===== src/rtl/block_lock_if.sv =====
// RX gearbox-to-descrambler signal bundle around the block lock stage.
// The slave modport is the block_lock view; master is the upstream/downstream driver view.
interface block_lock_if #(
  parameter int DATA_WIDTH = 32,
  parameter int HDR_WIDTH  = 2
);
  logic [DATA_WIDTH-1:0] i_rx_data;
  logic [HDR_WIDTH-1:0]  i_rx_sync_hdr;
  logic                  i_rx_data_valid;
  logic                  i_rx_hdr_valid;
  logic [DATA_WIDTH-1:0] o_rx_data;
  logic [HDR_WIDTH-1:0]  o_rx_sync_hdr;
  logic                  o_rx_data_valid;
  logic                  o_rx_hdr_valid;
  logic                  o_slip;
  logic                  o_block_lock;

  modport slave (
    input  i_rx_data, i_rx_sync_hdr, i_rx_data_valid, i_rx_hdr_valid,
    output o_rx_data, o_rx_sync_hdr, o_rx_data_valid, o_rx_hdr_valid,
    output o_slip, o_block_lock
  );

  modport master (
    output i_rx_data, i_rx_sync_hdr, i_rx_data_valid, i_rx_hdr_valid,
    input  o_rx_data, o_rx_sync_hdr, o_rx_data_valid, o_rx_hdr_valid,
    input  o_slip, o_block_lock
  );
endinterface


===== src/rtl/block_lock.sv =====
// 66b block lock FSM: slips the gearbox until sync headers align, then
// passes data through one register stage, marked valid only while locked.
module block_lock #(
  parameter int DATA_WIDTH     = 32,
  parameter int HDR_WIDTH      = 2,
  parameter int SH_CNT_MAX     = 64,
  parameter int SH_INVALID_MAX = 16,
  parameter int SLIP_WAIT      = 32
) (
  input logic         i_clk,
  input logic         i_reset_n,
  block_lock_if.slave rx
);

  localparam int SH_W   = $clog2(SH_CNT_MAX + 1);
  localparam int INV_W  = $clog2(SH_INVALID_MAX + 1);
  localparam int WAIT_W = $clog2(SLIP_WAIT);

  localparam logic [SH_W-1:0]   SH_MAX    = SH_W'(SH_CNT_MAX);
  localparam logic [INV_W-1:0]  INV_MAX   = INV_W'(SH_INVALID_MAX);
  localparam logic [WAIT_W-1:0] WAIT_LAST = WAIT_W'(SLIP_WAIT - 1);

  typedef enum logic [1:0] {
    ST_UNLOCKED  = 2'd0,
    ST_LOCKED    = 2'd1,
    ST_SLIP_WAIT = 2'd2
  } state_e;

  state_e              state_q, state_d;
  logic [SH_W-1:0]     sh_cnt_q, sh_cnt_d;
  logic [INV_W-1:0]    sh_inv_q, sh_inv_d;
  logic [WAIT_W-1:0]   wait_q, wait_d;
  logic                slip_q, slip_d;
  logic                lock_q;
  logic [DATA_WIDTH-1:0] data_q;
  logic [HDR_WIDTH-1:0]  hdr_q;
  logic                dv_q, hv_q;

  logic            sample;
  logic            hdr_good;
  logic            lock_next;
  logic [SH_W-1:0]  sh_inc;
  logic [INV_W-1:0] inv_inc;

  assign sample   = rx.i_rx_hdr_valid & rx.i_rx_data_valid;
  // Exactly one bit set (01 or 10) marks a valid sync header.
  assign hdr_good = ^rx.i_rx_sync_hdr;
  assign sh_inc   = (sh_cnt_q == SH_MAX)  ? sh_cnt_q : sh_cnt_q + SH_W'(1);
  assign inv_inc  = (sh_inv_q == INV_MAX) ? sh_inv_q : sh_inv_q + INV_W'(1);

  always_comb begin
    // NOTE: every variable gets a default first so no branch can infer a latch.
    state_d  = state_q;
    sh_cnt_d = sh_cnt_q;
    sh_inv_d = sh_inv_q;
    wait_d   = wait_q;
    slip_d   = 1'b0;

    unique case (state_q)
      ST_UNLOCKED: begin
        if (sample) begin
          if (!hdr_good) begin
            slip_d   = 1'b1;
            sh_cnt_d = '0;
            sh_inv_d = '0;
            state_d  = ST_SLIP_WAIT;
          end else if (sh_inc == SH_MAX) begin
            sh_cnt_d = '0;
            sh_inv_d = '0;
            state_d  = ST_LOCKED;
          end else begin
            sh_cnt_d = sh_inc;
          end
        end
      end

      ST_LOCKED: begin
        if (sample) begin
          sh_cnt_d = sh_inc;
          if (!hdr_good) sh_inv_d = inv_inc;
          // Too many bad headers wins over a window end on the same sample.
          if (!hdr_good && inv_inc == INV_MAX) begin
            slip_d   = 1'b1;
            sh_cnt_d = '0;
            sh_inv_d = '0;
            state_d  = ST_SLIP_WAIT;
          end else if (sh_inc == SH_MAX) begin
            sh_cnt_d = '0;
            sh_inv_d = '0;
          end
        end
      end

      ST_SLIP_WAIT: begin
        if (wait_q == WAIT_LAST) begin
          wait_d  = '0;
          state_d = ST_UNLOCKED;
        end else begin
          wait_d = wait_q + WAIT_W'(1);
        end
      end

      default: state_d = ST_UNLOCKED;
    endcase
  end

  assign lock_next = (state_d == ST_LOCKED);

  // NOTE: sequential state uses non-blocking assignments so every register
  // samples the pre-edge values regardless of statement order.
  always_ff @(posedge i_clk) begin
    if (!i_reset_n) begin
      state_q  <= ST_UNLOCKED;
      sh_cnt_q <= '0;
      sh_inv_q <= '0;
      wait_q   <= '0;
      slip_q   <= 1'b0;
      lock_q   <= 1'b0;
      data_q   <= '0;
      hdr_q    <= '0;
      dv_q     <= 1'b0;
      hv_q     <= 1'b0;
    end else begin
      state_q  <= state_d;
      sh_cnt_q <= sh_cnt_d;
      sh_inv_q <= sh_inv_d;
      wait_q   <= wait_d;
      slip_q   <= slip_d;
      lock_q   <= lock_next;
      data_q   <= rx.i_rx_data;
      hdr_q    <= rx.i_rx_sync_hdr;
      dv_q     <= rx.i_rx_data_valid & lock_next;
      hv_q     <= rx.i_rx_hdr_valid & rx.i_rx_data_valid & lock_next;
    end
  end

  assign rx.o_rx_data       = data_q;
  assign rx.o_rx_sync_hdr   = hdr_q;
  assign rx.o_rx_data_valid = dv_q;
  assign rx.o_rx_hdr_valid  = hv_q;
  assign rx.o_slip          = slip_q;
  assign rx.o_block_lock    = lock_q;

endmodule


===== src/flat_wrapper.sv =====
// flat-port wrapper written by rule: the top's interface ports become plain ports
module block_lock_flat 
#(
  parameter int DATA_WIDTH     = 32,
  parameter int HDR_WIDTH      = 2,
  parameter int SH_CNT_MAX     = 64,
  parameter int SH_INVALID_MAX = 16,
  parameter int SLIP_WAIT      = 32
)
  (i_clk, i_reset_n, rx_i_rx_data, rx_i_rx_sync_hdr, rx_i_rx_data_valid, rx_i_rx_hdr_valid, rx_o_rx_data, rx_o_rx_sync_hdr, rx_o_rx_data_valid, rx_o_rx_hdr_valid, rx_o_slip, rx_o_block_lock);
  block_lock_if #(.DATA_WIDTH(DATA_WIDTH), .HDR_WIDTH(HDR_WIDTH)) rx_i ();
  input logic i_clk;
  input logic i_reset_n;
  input wire logic [$bits(rx_i.i_rx_data)-1:0] rx_i_rx_data;
  input wire logic [$bits(rx_i.i_rx_sync_hdr)-1:0] rx_i_rx_sync_hdr;
  input wire logic [$bits(rx_i.i_rx_data_valid)-1:0] rx_i_rx_data_valid;
  input wire logic [$bits(rx_i.i_rx_hdr_valid)-1:0] rx_i_rx_hdr_valid;
  output wire logic [$bits(rx_i.o_rx_data)-1:0] rx_o_rx_data;
  output wire logic [$bits(rx_i.o_rx_sync_hdr)-1:0] rx_o_rx_sync_hdr;
  output wire logic [$bits(rx_i.o_rx_data_valid)-1:0] rx_o_rx_data_valid;
  output wire logic [$bits(rx_i.o_rx_hdr_valid)-1:0] rx_o_rx_hdr_valid;
  output wire logic [$bits(rx_i.o_slip)-1:0] rx_o_slip;
  output wire logic [$bits(rx_i.o_block_lock)-1:0] rx_o_block_lock;
  assign rx_i.i_rx_data = rx_i_rx_data;
  assign rx_i.i_rx_sync_hdr = rx_i_rx_sync_hdr;
  assign rx_i.i_rx_data_valid = rx_i_rx_data_valid;
  assign rx_i.i_rx_hdr_valid = rx_i_rx_hdr_valid;
  assign rx_o_rx_data = rx_i.o_rx_data;
  assign rx_o_rx_sync_hdr = rx_i.o_rx_sync_hdr;
  assign rx_o_rx_data_valid = rx_i.o_rx_data_valid;
  assign rx_o_rx_hdr_valid = rx_i.o_rx_hdr_valid;
  assign rx_o_slip = rx_i.o_slip;
  assign rx_o_block_lock = rx_i.o_block_lock;
  block_lock #(.DATA_WIDTH(DATA_WIDTH), .HDR_WIDTH(HDR_WIDTH), .SH_CNT_MAX(SH_CNT_MAX), .SH_INVALID_MAX(SH_INVALID_MAX), .SLIP_WAIT(SLIP_WAIT)) u_core (.i_clk(i_clk), .i_reset_n(i_reset_n), .rx(rx_i));
endmodule

===== config.mk =====
export PLATFORM = sky130hd
export DESIGN_NAME = block_lock_flat
export DESIGN_NICKNAME = d
export VERILOG_FILES = /design/src/rtl/block_lock_if.sv /design/src/rtl/block_lock.sv /design/src/flat_wrapper.sv
export SDC_FILE = /design/constraint.sdc
export NUM_CORES = 1
export LEC_CHECK = 0
export ABC_AREA = 1
export CAP_MARGIN = 20
export CORE_MARGIN = 2
export CORE_UTILIZATION = 35
export CTS_CLUSTER_DIAMETER = 120
export CTS_CLUSTER_SIZE = 30
export DETAILED_ROUTE_END_ITERATION = 8
export PLACE_DENSITY = 0.72
export RECOVER_POWER = 100
export SYNTH_ARGS = -nofsm -noshare
export SYNTH_HDL_FRONTEND = slang
export SYNTH_SLANG_ARGS = --single-unit
export TNS_END_PERCENT = 50

===== constraint.sdc =====
create_clock -name i_clk -period 1.66 [get_ports i_clk]
set_input_delay 0.498 -clock i_clk [delete_from_list [all_inputs] [get_ports i_clk]]
set_output_delay 0.498 -clock i_clk [all_outputs]
set_load 0.05 [all_outputs]

==> results of run 1 <==
-- cells in the final DEF (no fill, tap or decap), drive strengths merged, types with 6 or more instances in the layout --
cell type / count
ha: 6
clkbuf: 50
o21ai: 6
buf: 30
clkdlybuf4s50: 35
nor2: 30
inv: 75
nand2: 104
dfxtp: 57
nand3: 22
a21oi: 13
-- kinds of logic after synthesis --
logic type	Yosys count
simple gates	165
fa+ha+maj	6
flops	57
buf+inv	83
compound gates	21
xor+xnor	1
-- worst paths after layout --
path	from	endpoint	slack [ns]	depth (start not counted)
hold reg to reg	u_core.wait_q[0]	u_core.wait_q[0]	0.50	2
hold / removal	u_core.wait_q[0]	u_core.wait_q[0]	0.50	2
setup / recovery	u_core.sh_cnt_q[1]	u_core.sh_inv_q[0]	-0.005	13
setup reg to reg	u_core.sh_cnt_q[1]	u_core.sh_inv_q[0]	-0.005	13
-- layout make-up --
type,count,area [um2],share of cell area
Sequential cell,57,1157,0.3237
Multi-Input combinational cell,193,1084,0.3030
Timing Repair Buffer,105,783.3,0.2190
Inverter,75,289.0,0.08083
Clock buffer,12,145.1,0.04059
Tap cell,80,100.1,0.02799
Clock inverter,3,17.52,0.004899
-- stage by stage --
stage	instance area (um2)	setup slack, ns	utilization	instances
finish	3576	-0.005051	0.5352	525
global route	3576	-0.09841	0.5352	525
CTS	3971	-0.01121	0.5944	521
detailed placement	3757	-0.4565	0.5624	504
global placement	3757	-0.3809	0.5624	504
floorplan	2385	0.06837	-	333
-- power by group --
group / switching, mW / leakage (nW) / total, mW / internal, mW
Clock: 0.533 / 0.0822 / 1.10 / 0.569
Combinational: 0.416 / 1.36 / 0.681 / 0.265
Sequential: 0.0475 / 0.474 / 1.49 / 1.44
-- state kept, by name, summed over array words and instances (netlist names), 2 cells and up --
signal                   flops
u_core.sh_cnt_q              7
u_core.sh_inv_q              5
u_core.state_q               2
u_core.rx.o_rx_sync_hdr      2
u_core.rx.o_rx_data         32
u_core.wait_q                5
-- worst max-delay path: stages (launching register included) --
cell	delay [ns]
dfxtp_4	0.36
inv_2	0.08
ha_4	0.13
nand2_1	0.06
inv_2	0.08
nand3_4	0.09
nand2_4	0.11
nand3_4	0.08
nor2_4	0.13
nand2_4	0.09
nand2_4	0.11
nand2_4	0.07
a21oi_1	0.12
nor2_1	0.05
-- per-layer routing --
metal | wire length (um) | vias to the layer above
met2 | 2960 | 96
met3 | 803 | 7
met5 | 0 | -
li1 | - | 1211
met1 | 2295 | 1037
met4 | 99 | 0
-- what timing repair did --
action / CTS / global route
hold buffers: 0 / 0
endpoints found under the setup margin: 17 / 17
buffers inserted: 2 / 4
resized for setup: 12 / 48
pin swaps: 6 / 25
==> metrics.cfg, run 1 <==
[synth]
synthSimpleGateAreaFrac=0.3038
syn_nets=377
syn-cell-area_um2=2385
ys_types=25
seq_area_frac_synth=0.4785
yosysTopAreaCellShare=0.4785
synth_compound_area_frac=0.04827
syn-instance-count=333
synthMuxAreaShare=0
synth_commonest_cells=nand2_1, inv_1, dfxtp_1
yosys_warnings=0
avgSynthCellArea_um2=7.162
yosysMostFrequentCell=nand2_1
synth_top_family_by_area=simple AND/OR/NAND/NOR gates
synth_fa_ha_area_frac=0.03148
yosysTopAreaCell=dfxtp_1
synthXorXnorAreaFrac=0.003673
synth_edf_count=0
synth_area_leaders=dfxtp_1, nand2_1, inv_1, nand3_1, nor2_1
synthArstFlopShare=0
ys_ff_latch=57
synth_flop_cell=dfxtp_1

[placed_design]
portBuffers=75
dp_hpwl_um=4346
gp_congestion=0.8545

[sta]
maxSlewHeadroom=0.7361
period_minus_slack_ns=1.665
fin_hold_ws_ns=0.5038
slew_viol_final=0
fmax_mhz=600.6
hold_viol=0
skew_ns=0.005959
worst_slack_ns=-0.005051
tightest_slew_ns=0.3954
finalSetupViolations=1
finalCritPeriodShare=1.003
rsz0062_at_grt=yes
tns_ns=-0.005051

[global_routing]
met1_usage=0.1747
antenna_found_initial=0
grt_usage=0.1613
grt_pass1_vias=2129
grt_pass1_wl_um=9321
met2_usage=0.2490
grt_max_degree=33
use_met3=0.1048
gr-total-overflow=0
grt_busiest_layer=met2

[clock_tree]
htreeDepth=3
numCtsBuffers=9
cts.sinks=57
cts_root_buf=clkbuf_8
clkTransAtPathRegs_ns=0.07
insertion_delay_ns=0.33
cts_tree=done
clk_path_buf_depth=2

[die]
die-height_um=86.55
io_pins=76
core_um2=6681
fp.dieArea_um2=7490
fp.dieW_um=86.55
rows=30
start_util=0.3569

[layout]
syn_to_final_growth_pct=49.95
n_fill_cell=627
antennaDiodeCount=0
drive_gt1_frac=0.2989
final_nets=485

[outcome]
violations=setup timing
status=finished, violations left

[hold_path]
min_path_type=reg -> reg

[routing]
route.detailed.drc=0
drtIter0Drc=82
wl_um=6158
vias=2351
dr.pass1.iters=4
viasPerCell=4.478
drt-wirelength-per-cell_um=11.73
final_antenna_net_count=0

[pwr]
p_total_mw=3.270
power.density_nw_per_um2=914.6
ir_drop_mv=0.5325
power_leakage_nw=1.915

[setup_path]
endpoint_kind=register
cp_data_required_time_ns=1.88
cp.arrival_ns=1.89
critPathKind=reg -> reg
crit_path_start_kind=register
critPathMaxFanout=7

[job]
drv_cap=0

Note: power is estimated with default switching activity, not from simulation.
==> run 2, diff against run 1 <==
==> constraint.sdc (replaced) <==
create_clock -name i_clk -period 1.66 [get_ports i_clk]
set_input_delay 0.166 -clock i_clk [delete_from_list [all_inputs] [get_ports i_clk]]
set_output_delay 0.166 -clock i_clk [all_outputs]
set_load 0.05 [all_outputs]
==> metrics.cfg, run 2 (same netlist as run 1, synthesis figures left out) <==
[die]
die-height_um=86.55  ; unchanged
start_util=0.3569  ; unchanged
fp.dieArea_um2=7490  ; unchanged
fp.dieW_um=86.55  ; unchanged
core_um2=6681  ; unchanged
rows=30  ; unchanged
io_pins=76  ; unchanged

[layout]
largest_reg_flops=32  ; unchanged
drive_gt1_frac=0.2127  ; -0.08621
antennaDiodeCount=0  ; unchanged
syn_to_final_growth_pct=53.04
utilization=0.5463  ; +0.01105
layout_commonest_cell=nand2_1
final_nets=481  ; -0.82%
layout_common_cells=nand2_1, inv_1, clkdlybuf4s50_1, dfxtp_1, buf_4

[sta]
slew_viol_final=0  ; unchanged
skew_ns=0.002608  ; -0.003351 ns
period_minus_slack_ns=1.642  ; -0.02295 ns
tightest_slew_ns=0.6581  ; +0.2627 ns
hold_viol=0  ; unchanged
maxSlewHeadroom=0.5632  ; -0.1729
finalCritPeriodShare=0.9892  ; -0.01382
tns_ns=0  ; +0.005051 ns
rsz0062_at_grt=yes
fmax_mhz=609.0  ; +1.4%
fin_hold_ws_ns=0.3547  ; -0.1492 ns
finalSetupViolations=0  ; -1

[routing]
route.detailed.drc=0  ; unchanged
final_antenna_net_count=0  ; unchanged
drt-wirelength-per-cell_um=10.82  ; -7.7%
wl_um=5650  ; -8.2%
met1_length_um=2294  ; about the same
wl_met3_um=688  ; -14%
dr.pass1.iters=4  ; unchanged
met2WireLength_um=2575  ; -13%
viasPerCell=4.362  ; -2.6%
drtIter0Drc=69  ; -16%
vias=2277  ; -3.1%
maxUsedRoutingLayer=met4

[clock_tree]
hold_buffers=0  ; unchanged
htreeDepth=3  ; unchanged
clk_path_buf_depth=2  ; unchanged
insertion_delay_ns=0.33  ; about the same
numCtsBuffers=9  ; unchanged
cts_root_buf=clkbuf_8
cts.sinks=57  ; unchanged
cts_tree=done
clkTransAtPathRegs_ns=0.06  ; about the same

[setup_path]
crit_chain=nor2_1, nand4_1, nand3_4, nor2_4, nand2_4, nand2_8, buf_4, a21oi_1, nor2_1
r2r-start=u_core.sh_cnt_q[2]
cp_slowest_cell=dfxtp_2
critPathKind=reg -> reg
crit_start=u_core.sh_cnt_q[2]
cpMostUsedCell=nor2_1
cp.arrival_ns=1.87  ; -0.02 ns
path_buf_inv=1  ; -1
cpPeakStageDelay_ns=0.37  ; about the same
endpoint_kind=register
critPathMaxFanout=7  ; unchanged
crit_family=simple AND/OR/NAND/NOR gates
cp_data_required_time_ns=1.89  ; about the same
crit_path_start_kind=register

[global_routing]
gr-total-overflow=0  ; unchanged
grt_pass1_vias=2135  ; +0.28%
antenna_found_initial=0  ; unchanged
grt_usage=0.1575  ; -0.003746
grt_max_degree=33  ; unchanged
grt_pass1_wl_um=9156  ; -1.8%

[pwr]
p_total_mw=3.497  ; +6.9%
power_leakage_nw=1.845  ; -3.7%
ir_drop_mv=0.6889  ; +29%
power.density_nw_per_um2=958.2  ; +4.8%

[hold_path]
min_from=rx_i_rx_data[21]
min_path_type=in -> reg

[placed_design]
dp_hpwl_um=4050  ; -6.8%
portBuffers=75  ; unchanged
gp_congestion=0.8379  ; -1.9%

[outcome]
status=completed

[job]
drv_cap=0  ; unchanged

## run 2: cell count changes in the layout (fill, tap and decap cells not counted), moves of 2 or more
cell / delta
clkbuf_2: -37
nand2_2: -2
inv_1: +2
dfxtp_2: +2
nand2_1: +2
dfxtp_4: -2
buf_4: -6
clkbuf_1: +20
clkdlybuf4s50_1: +17
## run 2: final timing paths
kind / endpoint / slack (ns) / cells after the start
worst max register to register: u_core.sh_inv_q[3] / 0.02 / 9
worst max-delay path: u_core.sh_inv_q[3] / 0.02 / 9
worst min-delay path: u_core.rx.o_rx_data[21] / 0.35 / 3
worst min register to register: u_core.wait_q[1] / 0.49 / 2
## run 2: through the flow
stage	worst slack (ns)	instance area (um2)	cells
after floorplan	0.06837	2385	333
after global placement	-0.06526	3309	500
after detailed placement	-0.1251	3309	500
after CTS	-0.001688	3561	517
after global routing	-0.08129	3650	522
final	0.01790	3650	522
## run 2: worst min-delay path: cells and delay by family
family,cells,cell delay [ns]
buf+inv,2,0.42
simple gates,1,0.06
## run 2: cell type report
cell class	count	area (um2)
clock inverters	5	53.80
flip-flops and latches	57	1152
repair buffers	101	808.3
multi-input cells	193	1097
well taps	80	100.1
fillers	610	3032
inverters	75	286.5
clock buffers	11	151.4
## run 2: what timing repair did
| item | 4_1_cts | 5_1_grt |
|---|---|---|
| setup endpoints to repair | 16 | 25 |
| pin swaps | 6 | 16 |
| buffers inserted | 1 | 5 |
| endpoints found under the hold margin | 0 | 0 |
| gates resized for setup | 12 | 52 |
## run 2: power breakdown
part / switching, mW / internal (mW) / total (mW)
Combinational: 0.412 / 0.273 / 0.685
Clock: 0.557 / 0.769 / 1.33
Sequential: 0.0454 / 1.44 / 1.49
Total: 1.01 / 2.48 / 3.50
## run 2: metal layers
metal | track usage | vias to the layer above
li1 | - | 1201
met1 | 0.1736 | 983
met2 | 0.2371 | 86
met3 | 0.09048 | 7
met4 | 0.08949 | 0
met5 | 0 | -
==> run 3, diff against run 2 <==
Settings changed: CORE_UTILIZATION 35 to 32, PLACE_DENSITY 0.72 to not set, TNS_END_PERCENT 50 to not set.
==> metrics.cfg, run 3 (same netlist as run 1, synthesis figures left out) <==
[setup_path]
r2r-start=u_core.sh_inv_q[0]
r2r_cells=12  ; +3
endpoint_kind=register
cp.arrival_ns=1.88  ; about the same
cp_data_required_time_ns=1.90  ; about the same
rrSetupSlack_ns=0.01  ; about the same
critPathMaxFanout=8  ; +1
crit_path_start_kind=register
critPathKind=reg -> reg
reg2reg_to=u_core.sh_cnt_q[5]

[global_routing]
grt_pass1_wl_um=9459  ; +3.3%
antenna_found_initial=0  ; unchanged
gr-total-overflow=0  ; unchanged
grt_max_degree=38  ; +15%
grt_usage=0.1457  ; -0.01187
grt_pass1_vias=2145  ; +0.47%

[die]
fp.dieW_um=90.33  ; +4.4%
core_um2=7253  ; +8.6%
die-height_um=90.33  ; +4.4%
start_util=0.3288  ; -0.02814
io_pins=76  ; unchanged
fp.dieArea_um2=8159  ; +8.9%
rows=31  ; +3.3%

[layout]
layout_common_cells=nand2_1, inv_1, clkdlybuf4s50_1
syn_to_final_growth_pct=52.36
largest_reg_flops=32  ; unchanged
antennaDiodeCount=0  ; unchanged
n_fill_cell=729  ; +20%
stdcell_area_um2=3633  ; -0.45%
utilization=0.5009  ; -0.04531
drive_gt1_frac=0.1837  ; -0.02900
fin_cells=540  ; +3.4%
layout_commonest_cell=nand2_1
final_nets=480  ; -0.21%

[routing]
vias=2260  ; -0.75%
wl_um=5651  ; about the same
drt-wirelength-per-cell_um=10.46  ; -3.3%
dr.pass1.iters=4  ; unchanged
final_antenna_net_count=0  ; unchanged
drtIter0Drc=64  ; -7.2%
route.detailed.drc=0  ; unchanged
viasPerCell=4.185  ; -4.1%

[pwr]
p_total_mw=3.431  ; -1.9%
ir_drop_mv=0.6474  ; -6.0%
power_leakage_nw=1.816  ; -1.6%
power.density_nw_per_um2=944.2  ; -1.5%

[hold_path]
hold_depth=3  ; unchanged
min_path_type=in -> reg
hold_end=u_core.rx.o_rx_data[25]
min_from=rx_i_rx_data[25]

[sta]
hold_viol=0  ; unchanged
fin_hold_ws_ns=0.3540  ; -0.0006930 ns
tightest_slew_ns=0.6741  ; +0.01603 ns
rsz0062_at_grt=yes
finalSetupViolations=0  ; unchanged
slew_viol_final=0  ; unchanged
fmax_mhz=607.5  ; -0.25%
maxSlewHeadroom=0.5525  ; -0.01064
skew_ns=0.006924  ; +0.004316 ns
finalCritPeriodShare=0.9917  ; +0.002453
period_minus_slack_ns=1.646  ; +0.004072 ns

[clock_tree]
cts_tree=done
htreeDepth=3  ; unchanged
clkTransAtPathRegs_ns=0.07  ; about the same
cts.sinks=57  ; unchanged
numCtsBuffers=9  ; unchanged
hold_buffers=0  ; unchanged
insertion_delay_ns=0.33  ; about the same
cts_root_buf=clkbuf_8
clk_path_buf_depth=2  ; unchanged

[placed_design]
place_inst=521  ; +4.2%
portBuffers=75  ; unchanged
dp_hpwl_um=4103  ; +1.3%
placed_area_um2=3366  ; +1.7%
gp_congestion=0.9065  ; +8.2%

[job]
drv_cap=0  ; unchanged

[outcome]
status=completed

run 3: changes by cell type in the layout (fill, tap and decap cells not counted), moves of 2 or more:
| cell | delta |
|---|---|
| inv_4 | -2 |
| nand2_4 | -2 |
| clkinvlp_4 | +2 |
| nand2_2 | -5 |
| clkdlybuf4s50_1 | +2 |
| nand3_1 | +2 |
| nand2_1 | +7 |
| buf_4 | -2 |
run 3: cell type report:
class	count	area, um2	area share
clock buffers	11	141.4	0.03891
multi-input cells	193	1055	0.2903
well taps	99	123.9	0.03409
flip-flops and latches	57	1150	0.3165
clock inverters	5	55.05	0.01515
inverters	75	281.5	0.07748
repair buffers	100	827.0	0.2276
run 3: what timing repair did:
action / CTS / global route
buffers inserted: 2 / 2
resized for setup: 15 / 34
pin swaps: 8 / 15
setup endpoints to repair: 17 / 26
run 3: where the power goes:
group / switching (mW) / leakage [nW] / internal, mW
sequential: 0.0410 / 0.473 / 1.44
clock: 0.553 / 0.0953 / 0.728
combinational: 0.399 / 1.25 / 0.268
total: 0.993 / 1.82 / 2.44
run 3: how the worst max path moves through the flow:
stage / cells after the start / end / slack, ns / start
3_3_place_gp: 12 / u_core.rx.o_rx_hdr_valid / -0.08 / rx_i_rx_sync_hdr[0]
2_1_floorplan: 12 / u_core.sh_inv_q[0] / 0.07 / u_core.sh_cnt_q[0]
3_5_place_dp: 13 / u_core.sh_cnt_q[3] / -0.13 / rx_i_rx_sync_hdr[0]
5_1_grt: 14 / u_core.sh_cnt_q[5] / -0.14 / u_core.sh_inv_q[0]
4_1_cts: 14 / u_core.rx.o_rx_hdr_valid / 0.0006 / u_core.sh_inv_q[0]
6_report: 12 / u_core.sh_cnt_q[5] / 0.01 / u_core.sh_inv_q[0]
run 3: worst max-delay path: stages (launching register included):
cell	delay [ns]
dfxtp_2	0.35
ha_1	0.23
nand3_1	0.10
nand2_1	0.07
nand2_1	0.05
inv_1	0.10
nand2_2	0.08
nor2_4	0.20
o21ai_4	0.14
nand3_1	0.10
nand2_1	0.05
nand2_1	0.06
inv_1	0.03
run 3: metal layers:
metal / wire length, um / global-route usage
met2: 2623 / 0.2249
met4: 71 / 0.06795
met5: 0 / 0
met1: 2375 / 0.1635
met3: 580 / 0.08097
run 3: per-stage QoR:
| step | worst slack, ns | TNS (ns) |
|---|---|---|
| floorplan | 0.06837 | 0 |
| global placement | -0.07510 | -0.8557 |
| detailed placement | -0.1300 | -1.409 |
| CTS | 0.0005742 | 0 |
| global route | -0.1399 | -1.757 |
| finish | 0.01383 | 0 |
